`config.mk`:
```
export PLATFORM = sky130hd
export DESIGN_NAME = pipe_addsub_flat
export DESIGN_NICKNAME = d
export VERILOG_FILES = /design/src/rtl/pipe_addsub_pkg.sv /design/src/rtl/pipe_addsub_if.sv /design/src/rtl/pipe_addsub_add_chunk.sv /design/src/rtl/pipe_addsub.sv /design/src/flat_wrapper.sv
export SDC_FILE = /design/constraint.sdc
export NUM_CORES = 1
export LEC_CHECK = 0
export CAP_MARGIN = 20
export CORE_ASPECT_RATIO = 0.9
export CORE_MARGIN = 3
export CORE_UTILIZATION = 39
export CTS_BUF_LIST = sky130_fd_sc_hd__clkbuf_8
export DETAILED_ROUTE_END_ITERATION = 12
export HOLD_SLACK_MARGIN = 0.12
export PLACE_DENSITY_LB_ADDON = 0.08
export SLEW_MARGIN = 20
export SYNTH_ARGS = -nofsm -noshare
export SYNTH_HDL_FRONTEND = slang
export SYNTH_SLANG_ARGS = --single-unit
```
`constraint.sdc`:
```
create_clock -name clk -period 3.6 [get_ports clk]
set_input_delay 0.72 -clock clk [delete_from_list [all_inputs] [get_ports clk]]
set_output_delay 0.72 -clock clk [all_outputs]
set_load 0.02 [all_outputs]
```
`src/rtl/pipe_addsub_pkg.sv`:
```
// pipe_addsub_pkg: shared defaults and op encoding for the pipelined adder/subtractor
package pipe_addsub_pkg;
  localparam int N_DEF = 32;
  localparam int STAGES_DEF = 4;
  typedef enum logic {OP_ADD = 1'b0, OP_SUB = 1'b1} op_e;
endpackage

```
`src/rtl/pipe_addsub_if.sv`:
```
// pipe_addsub_if: operand/result handshake bundle for pipe_addsub
interface pipe_addsub_if import pipe_addsub_pkg::*; #(parameter int N = N_DEF);
  logic in_valid;
  logic in_ready;
  logic [N-1:0] a;
  logic [N-1:0] b;
  logic sub;
  logic out_valid;
  logic out_ready;
  logic [N-1:0] result;
  logic cout;
  logic overflow;
  logic zero;
  logic neg;
  modport master (
    output in_valid, a, b, sub, out_ready,
    input in_ready, out_valid, result, cout, overflow, zero, neg
  );
  modport slave (
    input in_valid, a, b, sub, out_ready,
    output in_ready, out_valid, result, cout, overflow, zero, neg
  );
endinterface

```
`src/rtl/pipe_addsub_add_chunk.sv`:
```
// add_chunk: W-bit ripple chunk exposing carry-out and carry into the MSB
module add_chunk #(parameter int W = 8) (
  input  logic [W-1:0] a,
  input  logic [W-1:0] b,
  input  logic         cin,
  output logic [W-1:0] sum,
  output logic         cout,
  output logic         cmsb
);
  assign {cmsb, sum[W-2:0]} = {1'b0, a[W-2:0]} + {1'b0, b[W-2:0]} + {{W-1{1'b0}}, cin};
  assign {cout, sum[W-1]} = {1'b0, a[W-1]} + {1'b0, b[W-1]} + {1'b0, cmsb};
endmodule

```
`src/rtl/pipe_addsub.sv`:
```
// pipe_addsub: STAGES-deep chunked ripple adder/subtractor with valid/ready handshake
module pipe_addsub import pipe_addsub_pkg::*; #(
  parameter int N = N_DEF,
  parameter int STAGES = STAGES_DEF
) (
  input logic clk,
  input logic rst_n,
  pipe_addsub_if.slave io
);
  localparam int W = N / STAGES;
  logic v [STAGES];
  logic [N-1:0] r [STAGES];
  logic c [STAGES];
  logic z [STAGES];
  logic o [STAGES];
  logic [N-W-1:0] ar [STAGES-1];
  logic [N-W-1:0] br [STAGES-1];
  logic [W-1:0] ca [STAGES];
  logic [W-1:0] cb [STAGES];
  logic [W-1:0] s [STAGES];
  logic ci [STAGES];
  logic co [STAGES];
  logic cm [STAGES];
  logic ld [STAGES];
  logic zin [STAGES];
  logic [N-1:0] rin [STAGES];
  logic [N-1:0] bx;
  logic [STAGES-1:0] adv;
  assign bx = io.b ^ {N{io.sub}};
  // a stage advances when some stage below it is empty or the output retires
  always_comb begin
    logic f;
    adv = '0;
    f = io.out_ready;
    for (int k = STAGES - 1; k >= 0; k--) begin
      adv[k] = v[k] & f;
      f = f | !v[k];
    end
  end
  assign io.in_ready = !v[0] | adv[0];
  for (genvar k = 0; k < STAGES; k++) begin : g_st
    if (k == 0) begin : g_first
      assign ca[k] = io.a[W-1:0];
      assign cb[k] = bx[W-1:0];
      assign ci[k] = io.sub;
      assign ld[k] = io.in_valid & io.in_ready;
      assign rin[k] = '0;
      assign zin[k] = 1'b1;
    end else begin : g_next
      assign ca[k] = ar[k-1][W-1:0];
      assign cb[k] = br[k-1][W-1:0];
      assign ci[k] = c[k-1];
      assign ld[k] = adv[k-1];
      assign rin[k] = r[k-1];
      assign zin[k] = z[k-1];
    end
    if (k < STAGES - 1) begin : g_op
      logic [N-W-1:0] an;
      logic [N-W-1:0] bn;
      if (k == 0) begin : g_in
        assign an = io.a[N-1:W];
        assign bn = bx[N-1:W];
      end else begin : g_shift
        assign an = ar[k-1] >> W;
        assign bn = br[k-1] >> W;
      end
      always_ff @(posedge clk or negedge rst_n)
        if (!rst_n) begin
          ar[k] <= '0;
          br[k] <= '0;
        end else if (ld[k]) begin
          ar[k] <= an;
          br[k] <= bn;
        end
    end
    add_chunk #(.W(W)) u_add (
      .a(ca[k]), .b(cb[k]), .cin(ci[k]), .sum(s[k]), .cout(co[k]), .cmsb(cm[k])
    );
    always_ff @(posedge clk or negedge rst_n)
      if (!rst_n) begin
        v[k] <= 1'b0;
        r[k] <= '0;
        c[k] <= 1'b0;
        z[k] <= 1'b0;
        o[k] <= 1'b0;
      end else begin
        v[k] <= ld[k] | (v[k] & !adv[k]);
        if (ld[k]) begin
          r[k] <= rin[k];
          r[k][k*W +: W] <= s[k];
          c[k] <= co[k];
          z[k] <= zin[k] & ~|s[k];
          o[k] <= cm[k] ^ co[k];
        end
      end
  end
  assign io.out_valid = v[STAGES-1];
  assign io.result = r[STAGES-1];
  assign io.cout = c[STAGES-1];
  assign io.overflow = o[STAGES-1];
  assign io.zero = z[STAGES-1];
  assign io.neg = r[STAGES-1][N-1];
endmodule
```
`src/flat_wrapper.sv`:
```
// flat-port wrapper written by rule: the top's interface ports become plain ports
module pipe_addsub_flat import pipe_addsub_pkg::*;
#(
  parameter int N = N_DEF,
  parameter int STAGES = STAGES_DEF
)
  (clk, rst_n, io_in_valid, io_a, io_b, io_sub, io_out_ready, io_in_ready, io_out_valid, io_result, io_cout, io_overflow, io_zero, io_neg);
  pipe_addsub_if #(.N(N)) io_i ();
  input logic clk;
  input logic rst_n;
  input wire logic [$bits(io_i.in_valid)-1:0] io_in_valid;
  input wire logic [$bits(io_i.a)-1:0] io_a;
  input wire logic [$bits(io_i.b)-1:0] io_b;
  input wire logic [$bits(io_i.sub)-1:0] io_sub;
  input wire logic [$bits(io_i.out_ready)-1:0] io_out_ready;
  output wire logic [$bits(io_i.in_ready)-1:0] io_in_ready;
  output wire logic [$bits(io_i.out_valid)-1:0] io_out_valid;
  output wire logic [$bits(io_i.result)-1:0] io_result;
  output wire logic [$bits(io_i.cout)-1:0] io_cout;
  output wire logic [$bits(io_i.overflow)-1:0] io_overflow;
  output wire logic [$bits(io_i.zero)-1:0] io_zero;
  output wire logic [$bits(io_i.neg)-1:0] io_neg;
  assign io_i.in_valid = io_in_valid;
  assign io_i.a = io_a;
  assign io_i.b = io_b;
  assign io_i.sub = io_sub;
  assign io_i.out_ready = io_out_ready;
  assign io_in_ready = io_i.in_ready;
  assign io_out_valid = io_i.out_valid;
  assign io_result = io_i.result;
  assign io_cout = io_i.cout;
  assign io_overflow = io_i.overflow;
  assign io_zero = io_i.zero;
  assign io_neg = io_i.neg;
  pipe_addsub #(.N(N), .STAGES(STAGES)) u_core (.clk(clk), .rst_n(rst_n), .io(io_i));
endmodule
```
# Word-level counts from Yosys, hierarchy flattened
# Cells that the tools add are included.
# word_totals
latchBits	0
ram_bits	0
mem_bits_ro	0
out_inout_bits	38
word_cells	77
input_bits	69
memories	0
regBits	189
# op_classes
n_reduce_logical	16
muxes	0
order_cmp	0
div	0
n_shift	0
n_eq_ne	0
n_addsub	16
bitwise	22
n_mul	0
# ops
op	n
$add 7x7->8	4
$add 8x1->8	4
$reduce_or 8->1	4
$xor 32x32->32	1
$and 1x1->1	12
$logic_not 1->1	12
$add 1x1->2	4
$add 2x1->2	4
$or 1x1->1	8
$xor 1x1->1	1

# Logic depth before layout (Yosys ltp)
# logic_depth
depth_word	8
ltp_mapped	14
depth_no_buf	12

# Cells and area by module
# Synthesis repeated with hierarchy kept, for this count alone.
# hier_totals
cells_unflattened	661
hier_area_um2	8977.4
# modules_own_cells
mod	cells_each	area_per_inst_um2	seq_area_each_um2	instances
pipe_addsub	493	7641.1	4729.5	1
add_chunk	42	334.1	0.0	4

# Worst setup path after synthesis
# No wires, ideal clock.
# synth_timing
path_type	input-to-reg
startpoint	input io_sub
endpoint	register u_core.z[3] (netlist bit)
path_slack_ns	0.166
arrival_time_ns	3.313
required_time_ns	3.478
setup_time_ns	0.122
stages	14
n_path_buf	2
path_cell_list	clkbuf_2 > buf_2 > xor2_1 > ha_1 > a21o_1 > a31o_1 > o221a_2 > o21ai_0 > nand2b_1 > fa_1 > nor2_1 > nand3_1 > nor4_2 > a32o_1
# synth_via
elab_chain_len	6
elab_cells_between_ends	7
classes_between	add/sub (4); bitwise (1); reduce/logical (2)
# synth_lines
item	line_no	rtl
start: declaration	flat_wrapper.sv:14	input wire logic [$bits(io_i.sub)-1:0] io_sub;
$xor 32x32->32	pipe_addsub.sv:29	assign bx = io.b ^ {N{io.sub}};
$add 7x7->8	pipe_addsub_add_chunk.sv:10	assign {cmsb, sum[W-2:0]} = {1'b0, a[W-2:0]} + {1'b0, b[W-2:0]} + {{W-1{1'b0}}, cin};
$add 8x1->8	pipe_addsub_add_chunk.sv:10	
$add 2x1->2 (*)	pipe_addsub_add_chunk.sv:11	assign {cout, sum[W-1]} = {1'b0, a[W-1]} + {1'b0, b[W-1]} + {1'b0, cmsb};
via u_core.g_st[0].u_add.sum[7]	pipe_addsub_add_chunk.sv:6	output logic [W-1:0] sum,
$reduce_or 8->1 (*)	pipe_addsub.sv:92	z[k] <= zin[k] & ~|s[k];
$logic_not 1->1 (*)	pipe_addsub.sv:92	
end signal: indexed assignment	pipe_addsub.sv:92	
end: declaration	pipe_addsub.sv:14	logic z [STAGES];
# Mark *: on every way through the listed nets, which the timed path passes. The rest lies on a longest branch.
# A chain may end at the register's enable or synchronous reset.

# Worst setup path after layout
# layout_timing
startpoint	input io_b[2]
endpoint	register u_core.z[3] (netlist bit)
# layout_via
elab_chain_len	6
# layout_lines
item	line_no	rtl
start: declaration	flat_wrapper.sv:13	input wire logic [$bits(io_i.b)-1:0] io_b;
$xor 32x32->32	pipe_addsub.sv:29	
$add 7x7->8	pipe_addsub_add_chunk.sv:10	
$add 8x1->8	pipe_addsub_add_chunk.sv:10	
$add 2x1->2	pipe_addsub_add_chunk.sv:11	
via u_core.g_st[0].u_add.sum[7]	pipe_addsub_add_chunk.sv:6	
$reduce_or 8->1	pipe_addsub.sv:92	
$logic_not 1->1	pipe_addsub.sv:92	
# The timed path passes the listed nets, and every way through them passes these cells.

==> results.json <==
{
  "status": "finished clean",
  "synth.top_cell.area_share_pct": 54.1,
  "synth_compound_area_share_pct": 7.24,
  "drtPass1Iterations": 4,
  "fin_util_pct": 47.5,
  "r2r_setup_slack_ns": 0.57,
  "yosys_register_bits": 189,
  "synth_area_leaders": "dfrtp_1, mux2_2, ha_1, o21ai_0, xnor2_1",
  "cp_max_fo": 3,
  "wire_per_inst_um": 16.0,
  "fin_crit_sh_pct": 88.2,
  "tns_ns": 0,
  "finalSetupViolCount": 0,
  "setup_slack_ns": 0.427,
  "synth-main-ff-cell": "dfrtp_1",
  "antenna_found_initial": 1,
  "finalNetCount": 874,
  "synth-edff-count": 0,
  "place_congestion": 0.837,
  "rsz0062_at_grt": "no",
  "cts_tree": "built",
  "fmax_mhz": 315,
  "start_util_pct": 40.1,
  "synth-simple-area-share_pct": 5.72,
  "grtUsageMet2_pct": 25.6,
  "pwr-share-clk_pct": 19.0,
  "p_per_area_mw_per_mm2": 728,
  "die_h_um": 148,
  "grt-ovfl-total": 0,
  "pwr-share-seq_pct": 43.0,
  "io_pins": 107,
  "p_int_mw": 4.98,
  "ys_seq_area_share_pct": 54.1,
  "fp.dieArea_mm2": 0.0243,
  "clock_insertion_delay_worst_skew_ns": 0.45,
  "cts_hold_buf": 0,
  "whs_ns": 0.342,
  "ir_drop_mv": 0.272,
  "endpoint_kind": "flop",
  "cts_resized": 0,
  "yosysWarnings": 0,
  "grt_pass1_wl_um": 29600,
  "skew_ns": 0.00888,
  "numPortBuffers": 106,
  "grt_max_degree": 100,
  "drc": 0,
  "synth_top_family_by_area": "multiplexers",
  "grt_pass1_vias": 5769,
  "synth_cells": 693,
  "critPathKind": "input pin to flop",
  "std_cell_rows": 51,
  "grt_util_met3_pct": 3.92,
  "cp_data_required_time_ns": 3.94,
  "vias": 5239,
  "worst_pin_slew_ns": 0.810,
  "vias_per_cell": 4.88,
  "synth_xor_area_share_pct": 4.41,
  "antennaDiodeCount": 0,
  "fillers": 2019,
  "root_buffer": "clkbuf_8",
  "grt_usage_pct": 15.4,
  "leakage_nw": 4.43,
  "final.min_clock_period_ns": 3.17,
  "final_cell_mix": "dfrtp_1, mux2_2, clkdlybuf4s50_1, nand2_1, o21ai_0",
  "placed_cells": 1042,
  "ff2ff_path_depth": 12,
  "crit_end": "u_core.z[3]",
  "slew-limit-headroom_pct": 46.0,
  "switching_power_mw": 2.57,
  "syn_area_mm2": 0.00874,
  "ys_types": 51,
  "muxShareOfSynthArea_pct": 17.4,
  "drt_wl_total_um": 17200,
  "synthAdderAreaFrac_pct": 5.95,
  "hold_viol": 0,
  "post_cts_buffers": 0,
  "die_x_um": 164,
  "maxCapViolations": 0,
  "synth_nets": 797,
  "reg2reg_to": "u_core.z[1]",
  "p_comb_share_pct": 38.0,
  "h-tree-depth": 4,
  "core-area_mm2": 0.0218,
  "timing.rr.start": "u_core.c[2]",
  "cts_buffers": 17,
  "drtIter0Drc": 270,
  "yosysTopAreaCell": "dfrtp_1",
  "switching_share_pct": 34.0,
  "avgSynthCellArea_um2": 12.6,
  "clock-sinks": 189,
  "async_flop_share_pct": 100,
  "met1_usage_pct": 20.5,
  "worstSetupStartpointType": "input pin",
  "layout-drive-gt1-share_pct": 24.4,
  "pre_cts_ws_ns": -0.0517,
  "cp-startpoint": "io_b[2]",
  "drt.antenna.violating_nets": 0,
  "place_hpwl_um": 11900,
  "final_common_cell": "dfrtp_1",
  "top_usage_layer": "met2",
  "crit_arrival_ns": 3.52,
  "final_max_slew_viol_count": 0,
  "area_growth_pct": 18.6,
  "clock_path_buffers": 2,
  "hold_path.class": "input pin to asynchronous set/reset pin",
  "clkTransAtPathRegs_ns": 0.10,
  "finalNonFillerCells": 1074
}
-- per-layer routing --
layer  wire [µm]  vias to the layer above  part of all wire (%)
li1            -                     2520                     -
met1        8010                     2620                    47
met2        8360                       87                    49
met3         652                       10                   3.8
met4         118                        2                  0.69
met5          13                        -                 0.076
-- worst min path at each step --
stage                 start                    to  slack, ns  depth (start not counted)
2_1_floorplan         rst_n          u_core.ar[0]       0.42                          0
6_report              rst_n  u_core.io.result[16]       0.34                          1
4_1_cts               rst_n  u_core.io.result[19]       0.36                          1
3_3_place_gp   u_core.r[73]          u_core.r[73]       0.46                          2
5_1_grt               rst_n  u_core.io.result[23]       0.38                          1
3_5_place_dp   u_core.r[96]          u_core.r[96]       0.47                          2
-- state kept, by name, summed over array words and instances, names as in the netlist --
signal,count
u_core.io.zero,1
u_core.io.out_valid,1
u_core.v,3
u_core.io.overflow,1
u_core.ar,48
u_core.io.result,32
u_core.br,48
u_core.io.cout,1
u_core.r,48
u_core.z,3
u_core.c,3
-- worst max-delay path, stage by stage --
cell,delay (ns)
clkdlybuf4s50_1,0.48
xor2_1,0.16
ha_1,0.26
a21o_1,0.18
a31o_1,0.23
o221a_2,0.28
o21ai_0,0.15
nand2b_1,0.09
fa_1,0.54
nor2_1,0.05
nand3_1,0.07
nor4_2,0.04
a32o_1,0.26
-- stage by stage --
stage | cell area, µm² | power, mW
after CTS | 10400 | 7.67
final | 10400 | 7.55
after floorplan | 8740 | 5.37
after global placement | 9960 | 6.11
after detailed placement | 9960 | 6.20
after global routing | 10400 | 8.14
-- cell usage after synthesis (all sizes together) (2+ instances only) --
| master | n |
|---|---|
| dfrtp | 189 |
| mux2 | 134 |
| nand2 | 57 |
| buf | 53 |
| o21ai | 50 |
| xnor2 | 28 |
| ha | 24 |
| inv | 21 |
| xor2 | 16 |
| a21oi | 14 |
| nor2 | 12 |
| fa | 11 |
| clkbuf | 8 |
| nor2b | 7 |
| a21o | 6 |
| nand3 | 5 |
| nor3 | 5 |
| o21a | 5 |
| o31ai | 5 |
| nand2b | 4 |
| a211oi | 3 |
| a31o | 3 |
| nand4 | 3 |
| nor4 | 3 |
| o21bai | 3 |
| a211o | 2 |
| a31oi | 2 |
| and2 | 2 |
| nor4b | 2 |
| o211ai | 2 |
| o31a | 2 |
| or4b | 2 |
-- power groups by stage --
stage | Combinational, mW | Sequential [mW] | Clock (mW)
2_1_floorplan | 2.20 | 3.17 | 0
3_3_place_gp | 2.83 | 3.28 | 0
3_5_place_dp | 2.89 | 3.31 | 0
4_1_cts | 2.91 | 3.27 | 1.49
5_1_grt | 3.18 | 3.36 | 1.60
6_report | 2.87 | 3.25 | 1.43
-- cell families (layout without fill, tap and decap cells) --
| group | after synthesis | in the layout |
|---|---|---|
| compound gates | 103 | 103 |
| xor+xnor | 44 | 44 |
| fa+ha+maj | 35 | 35 |
| buf+inv | 82 | 172 |
| flops | 189 | 189 |
| mux | 135 | 135 |
| simple gates | 105 | 105 |
-- layout make-up --
type                            instances  area, µm²  share of cell area (%)
Tap cell                              291        364                    3.51
Inverter                               21       78.8                   0.760
Timing Repair Buffer                  119       1210                    11.6
Multi-Input combinational cell        422       3580                    34.5
Sequential cell                       189       4730                    45.6
Clock inverter                         14        161                    1.56
Clock buffer                           18        248                    2.39
No activity file was read; power rests on OpenSTA's default activity.
==> patch 1 (same flow settings) <==
The package constant `N_DEF` goes from 32 to 16.
--- a/src/rtl/pipe_addsub_pkg.sv
+++ b/src/rtl/pipe_addsub_pkg.sv
@@ -1,5 +1,5 @@
 // pipe_addsub_pkg: shared defaults and op encoding for the pipelined adder/subtractor
 package pipe_addsub_pkg;
-  localparam int N_DEF = 32;
+  localparam int N_DEF = 16;
   localparam int STAGES_DEF = 4;
   typedef enum logic {OP_ADD = 1'b0, OP_SUB = 1'b1} op_e;
Ports: changed (resized io_a, io_b and io_result); port bits go from 107 to 59. The function was not compared with the original's and may differ.
==> patch 1 against the unedited design <==
  * Count of clock-buffer cells in the layout fell by 7
  * Sequential power down 46%
  * Synthesized area shrank 47%
  * Critical path depth fell by 9
  * Non-clock buffer count fell by 57
  * First-iteration DRC count shrank 70%
  * Power decreased by 47%
  * Wire length is 55% lower
  * Setup slack improved by 0.20 ns
  * Sequential cell count is 88 lower
  * Design area down 47%
  * Die area shrank 45%
  * Critical endpoint is now io_in_ready
  * Largest cell class unchanged
  * Largest power group unchanged
  * Highest routed layer is now met4
==> patch 1: results (changes against the unedited design) <==
[power]
seq_cell_power_mw = 1.75  ; -46%
p_leak_nw = 2.42  ; -45%
finalPower_mw = 4.02  ; -47%

[final_layout]
inverters = 28  ; +33%
fillCellCount = 1045  ; -48%
nMultiInputCombCells = 173  ; -59%
fin_cells = 535  ; -50%
syn2layout_area_growth_pct = 17.9
multi_input_area_um2 = 1800  ; -50%
buf_share = 0.112  ; -0.00491
drive_gt1_frac = 0.282  ; +0.0384
seq_area_um2 = 2530  ; -47%
final_area_um2 = 5480  ; -47%

[global_route]
grt_usage = 0.130  ; -0.0238
grt_use_met1 = 0.176  ; -0.0295
grt_pass1_vias = 2619  ; -55%
antenna_found_initial = 0  ; -1
grt_start_max_net_pins = 87  ; -13%

[timing]
hold_ws_ns = 0.390  ; +0.0485 ns
fin_skew_ns = 0.00719  ; -0.00168 ns

[routing]
drt-met1-wl_um = 3770  ; -53%
met2_length_um = 3490  ; -58%
dr_wl_met3_um = 379  ; -42%
wire_per_inst_um = 14.5  ; -9.4%
first_iter_violations = 82  ; -70%

[place]
pre_cts_ws_ns = 0.408  ; +0.460 ns
io_buffers = 58  ; -45%
place.gp.congestion = 0.707  ; -15%
placedCellCount = 520  ; -50%
dp_hpwl_um = 5420  ; -55%
place_area_um2 = 5230  ; -47%

[status]
status = completed

[synthesis]
synth.distinct_cells = 38  ; -25%
synth_commonest_cells = 101 x dfrtp_1, 78 x mux2_2, 27 x inv_1, 16 x buf_4, 14 x xor2_1
synth-seq-area-share = 0.543  ; +0.00244
syn-num-nets = 385  ; -52%
ys_seq_elements = 101  ; -47%

[clock_tree]
htree_num_levels = 3  ; -1
numCtsBuffers = 9  ; -8
clkTransAtPathRegs_ns = 0.08  ; -0.02 ns

[worst_setup_path]
worst_ep_arrival_time_ns = 2.25  ; -1.27 ns
path_max_fanout = 6  ; +3

==> patch 1: changes by cell type after synthesis, moves of 10 or more <==
cell and delta:
xnor2_1 -22, ha_1 -16, buf_4 -16, dfrtp_1 -88
buf_2 -17, nand2_1 -55, mux2_2 -55, o21ai_0 -38
nor2_1 -10
==> patch 1: kinds of logic after synthesis <==
family          synth area share
simple gates              0.0269
compound gates            0.0401
flops                      0.543
fa+ha+maj                 0.0689
buf+inv                   0.0699
xor+xnor                  0.0377
mux                        0.213
==> patch 1: worst max path at each step <==
| stage | startpoint | end | slack, ns |
|---|---|---|---|
| floorplan | io_sub | u_core.z[3] | 0.67 |
| CTS | io_out_ready | io_in_ready | 0.62 |
| detailed placement | io_sub | u_core.z[3] | 0.41 |
| finish | io_out_ready | io_in_ready | 0.63 |
| global placement | io_sub | u_core.z[3] | 0.49 |
| global route | io_out_ready | io_in_ready | 0.55 |
==> patch 2 (config.mk and constraints unchanged) <==
Made on the original files. Put a register stage on the output `io.overflow`. The value now appears one clock later.
--- a/src/rtl/pipe_addsub.sv
+++ b/src/rtl/pipe_addsub.sv
@@ -98,5 +98,7 @@
   assign io.result = r[STAGES-1];
   assign io.cout = c[STAGES-1];
-  assign io.overflow = o[STAGES-1];
+  always_ff @(posedge clk) begin
+    io.overflow <= o[STAGES-1];
+  end
   assign io.zero = z[STAGES-1];
   assign io.neg = r[STAGES-1][N-1];
Behaviour: not the same (Yosys sat finds a counterexample within 10 cycles, from zero or initial values and one cycle with rst_n low).
==> patch 2 against the unedited design <==
  * Design area rose by 0.18%
  * Power up 0.11%
  * Sequential cell count rose by 1
  * Setup slack better by 0.0089 ns
  * Critical endpoint unchanged
  * Wire length down 2.6%
  * Worst hold slack got worse by 0.075 ns
  * Largest cell class unchanged
  * Count of clock-buffer cells in the layout unchanged
  * Synthesized area is 0.16% higher
==> patch 2: results (changes against the unedited design) <==
[status]
status = completed

[synthesis]
async_reset_ff_frac = 0.995  ; -0.00526
synth_xor_area_frac = 0.0430  ; -0.00107
syn-num-nets = 803  ; +0.75%
synth.distinct_cells = 46  ; -9.8%
muxShareOfSynthArea = 0.171  ; -0.00285
synth_area_per_cell_um2 = 12.5  ; -0.70%
synthTopCellsByArea = dfrtp_1 54%, mux2_2 17%, ha_1 3.4%
synth-compound-area-share = 0.0727  ; +0.000315
synthAdderAreaFrac = 0.0594  ; -0.0000936
synth_commonest_cells = 189 x dfrtp_1, 132 x mux2_2, 60 x nand2_1, 56 x o21ai_0, 32 x buf_4

[place]
place.gp.congestion = 0.813  ; -2.8%
pre_cts_ws_ns = -0.0305  ; +0.0213 ns
placedCellCount = 1049  ; +0.67%
place_area_um2 = 9970  ; +0.14%
dp_hpwl_um = 12000  ; +1.1%

[final_layout]
drive_gt1_frac = 0.237  ; -0.00692
fin_cells = 1080  ; +0.56%
final_nets = 881  ; +0.80%
top_regs = u_core.ar: 48 flops, u_core.br: 48 flops, u_core.r: 48 flops

[worst_setup_path]
reg2reg_slack_ns = 0.65  ; +0.08 ns
path_max_fanout = 2  ; -1
slowest_delay_ns = 0.47  ; -0.07 ns
rr_worst_depth = 11  ; -1
worst_ep_arrival_time_ns = 3.55  ; +0.03 ns
cp_slowest_cell = clkdlybuf4s50_1

[routing]
via_per_inst = 4.84  ; -0.78%
first_iter_violations = 233  ; -14%
drt_wl_total_um = 16700  ; -2.6%
drtAntennaViolNets = 0  ; unchanged

[clock_tree]
clkTransAtPathRegs_ns = 0.09
cts_setup_buffers = 0  ; unchanged

[timing]
fin_crit_ns = 3.16  ; -0.00890 ns
slew_headroom = 0.574  ; +0.114
hold_ws_ns = 0.266  ; -0.0751 ns

[power]
p_leak_nw = 4.44  ; +0.21%
peakVddDrop_mv = 0.327  ; +20%

[global_route]
use_met3 = 0.0471  ; +0.00784
grt_pass1_vias = 5505  ; -4.6%
grt_use_met1 = 0.198  ; -0.00741
grt_usage = 0.147  ; -0.00732
grt_pass1_wl_um = 28300  ; -4.3%
met2_usage = 0.232  ; -0.0241

==> patch 2: where the power goes <==
| part | switching [mW] | internal [mW] |
|---|---|---|
| clock network | 0.753 | 0.706 |
| logic | 1.37 | 1.47 |
| registers | 0.393 | 2.86 |
==> patch 2: worst min path at each step <==
stage	depth (start not counted)	endpoint	startpoint
after floorplan	0	u_core.io.overflow	u_core.o[0]
after global placement	0	u_core.io.overflow	u_core.o[0]
after detailed placement	0	u_core.io.overflow	u_core.o[0]
after CTS	1	u_core.r[46]	rst_n
after global routing	1	u_core.io.result[18]	rst_n
final	1	u_core.io.result[18]	rst_n
==> patch 2: worst max-delay path: cells and delay by family <==
| family | cells | cell delay (ns) |
|---|---|---|
| AO/OA/AOI/OAI | 5 | 1.01 |
| adder cells (fa/ha/maj) | 2 | 0.73 |
| buffers and inverters | 1 | 0.47 |
| AND/OR/NAND/NOR | 4 | 0.46 |
| XOR/XNOR | 1 | 0.16 |
==> patch 2: kinds of logic after synthesis <==
logic type	count (synthesis)
mux	133
flops	190
simple gates	111
fa+ha+maj	35
xor+xnor	43
buf+inv	82
compound gates	105
==> patch 2: area by class of cell <==
cell class	instances	area (um^2)	area share
inverter	21	78.8	0.00759
clock inverter	13	166	0.0160
tap	291	364	0.0351
clock buffer	18	248	0.0239
multi-input combinational	427	3570	0.343
sequential	190	4750	0.457
timing repair buffer	120	1210	0.117
==> patch 2: routing by layer <==
layer | routed length (um) | share of wire
met2 | 7870 | 0.47
met3 | 846 | 0.051
met5 | 12 | 0.00072
met4 | 185 | 0.011
met1 | 7800 | 0.47
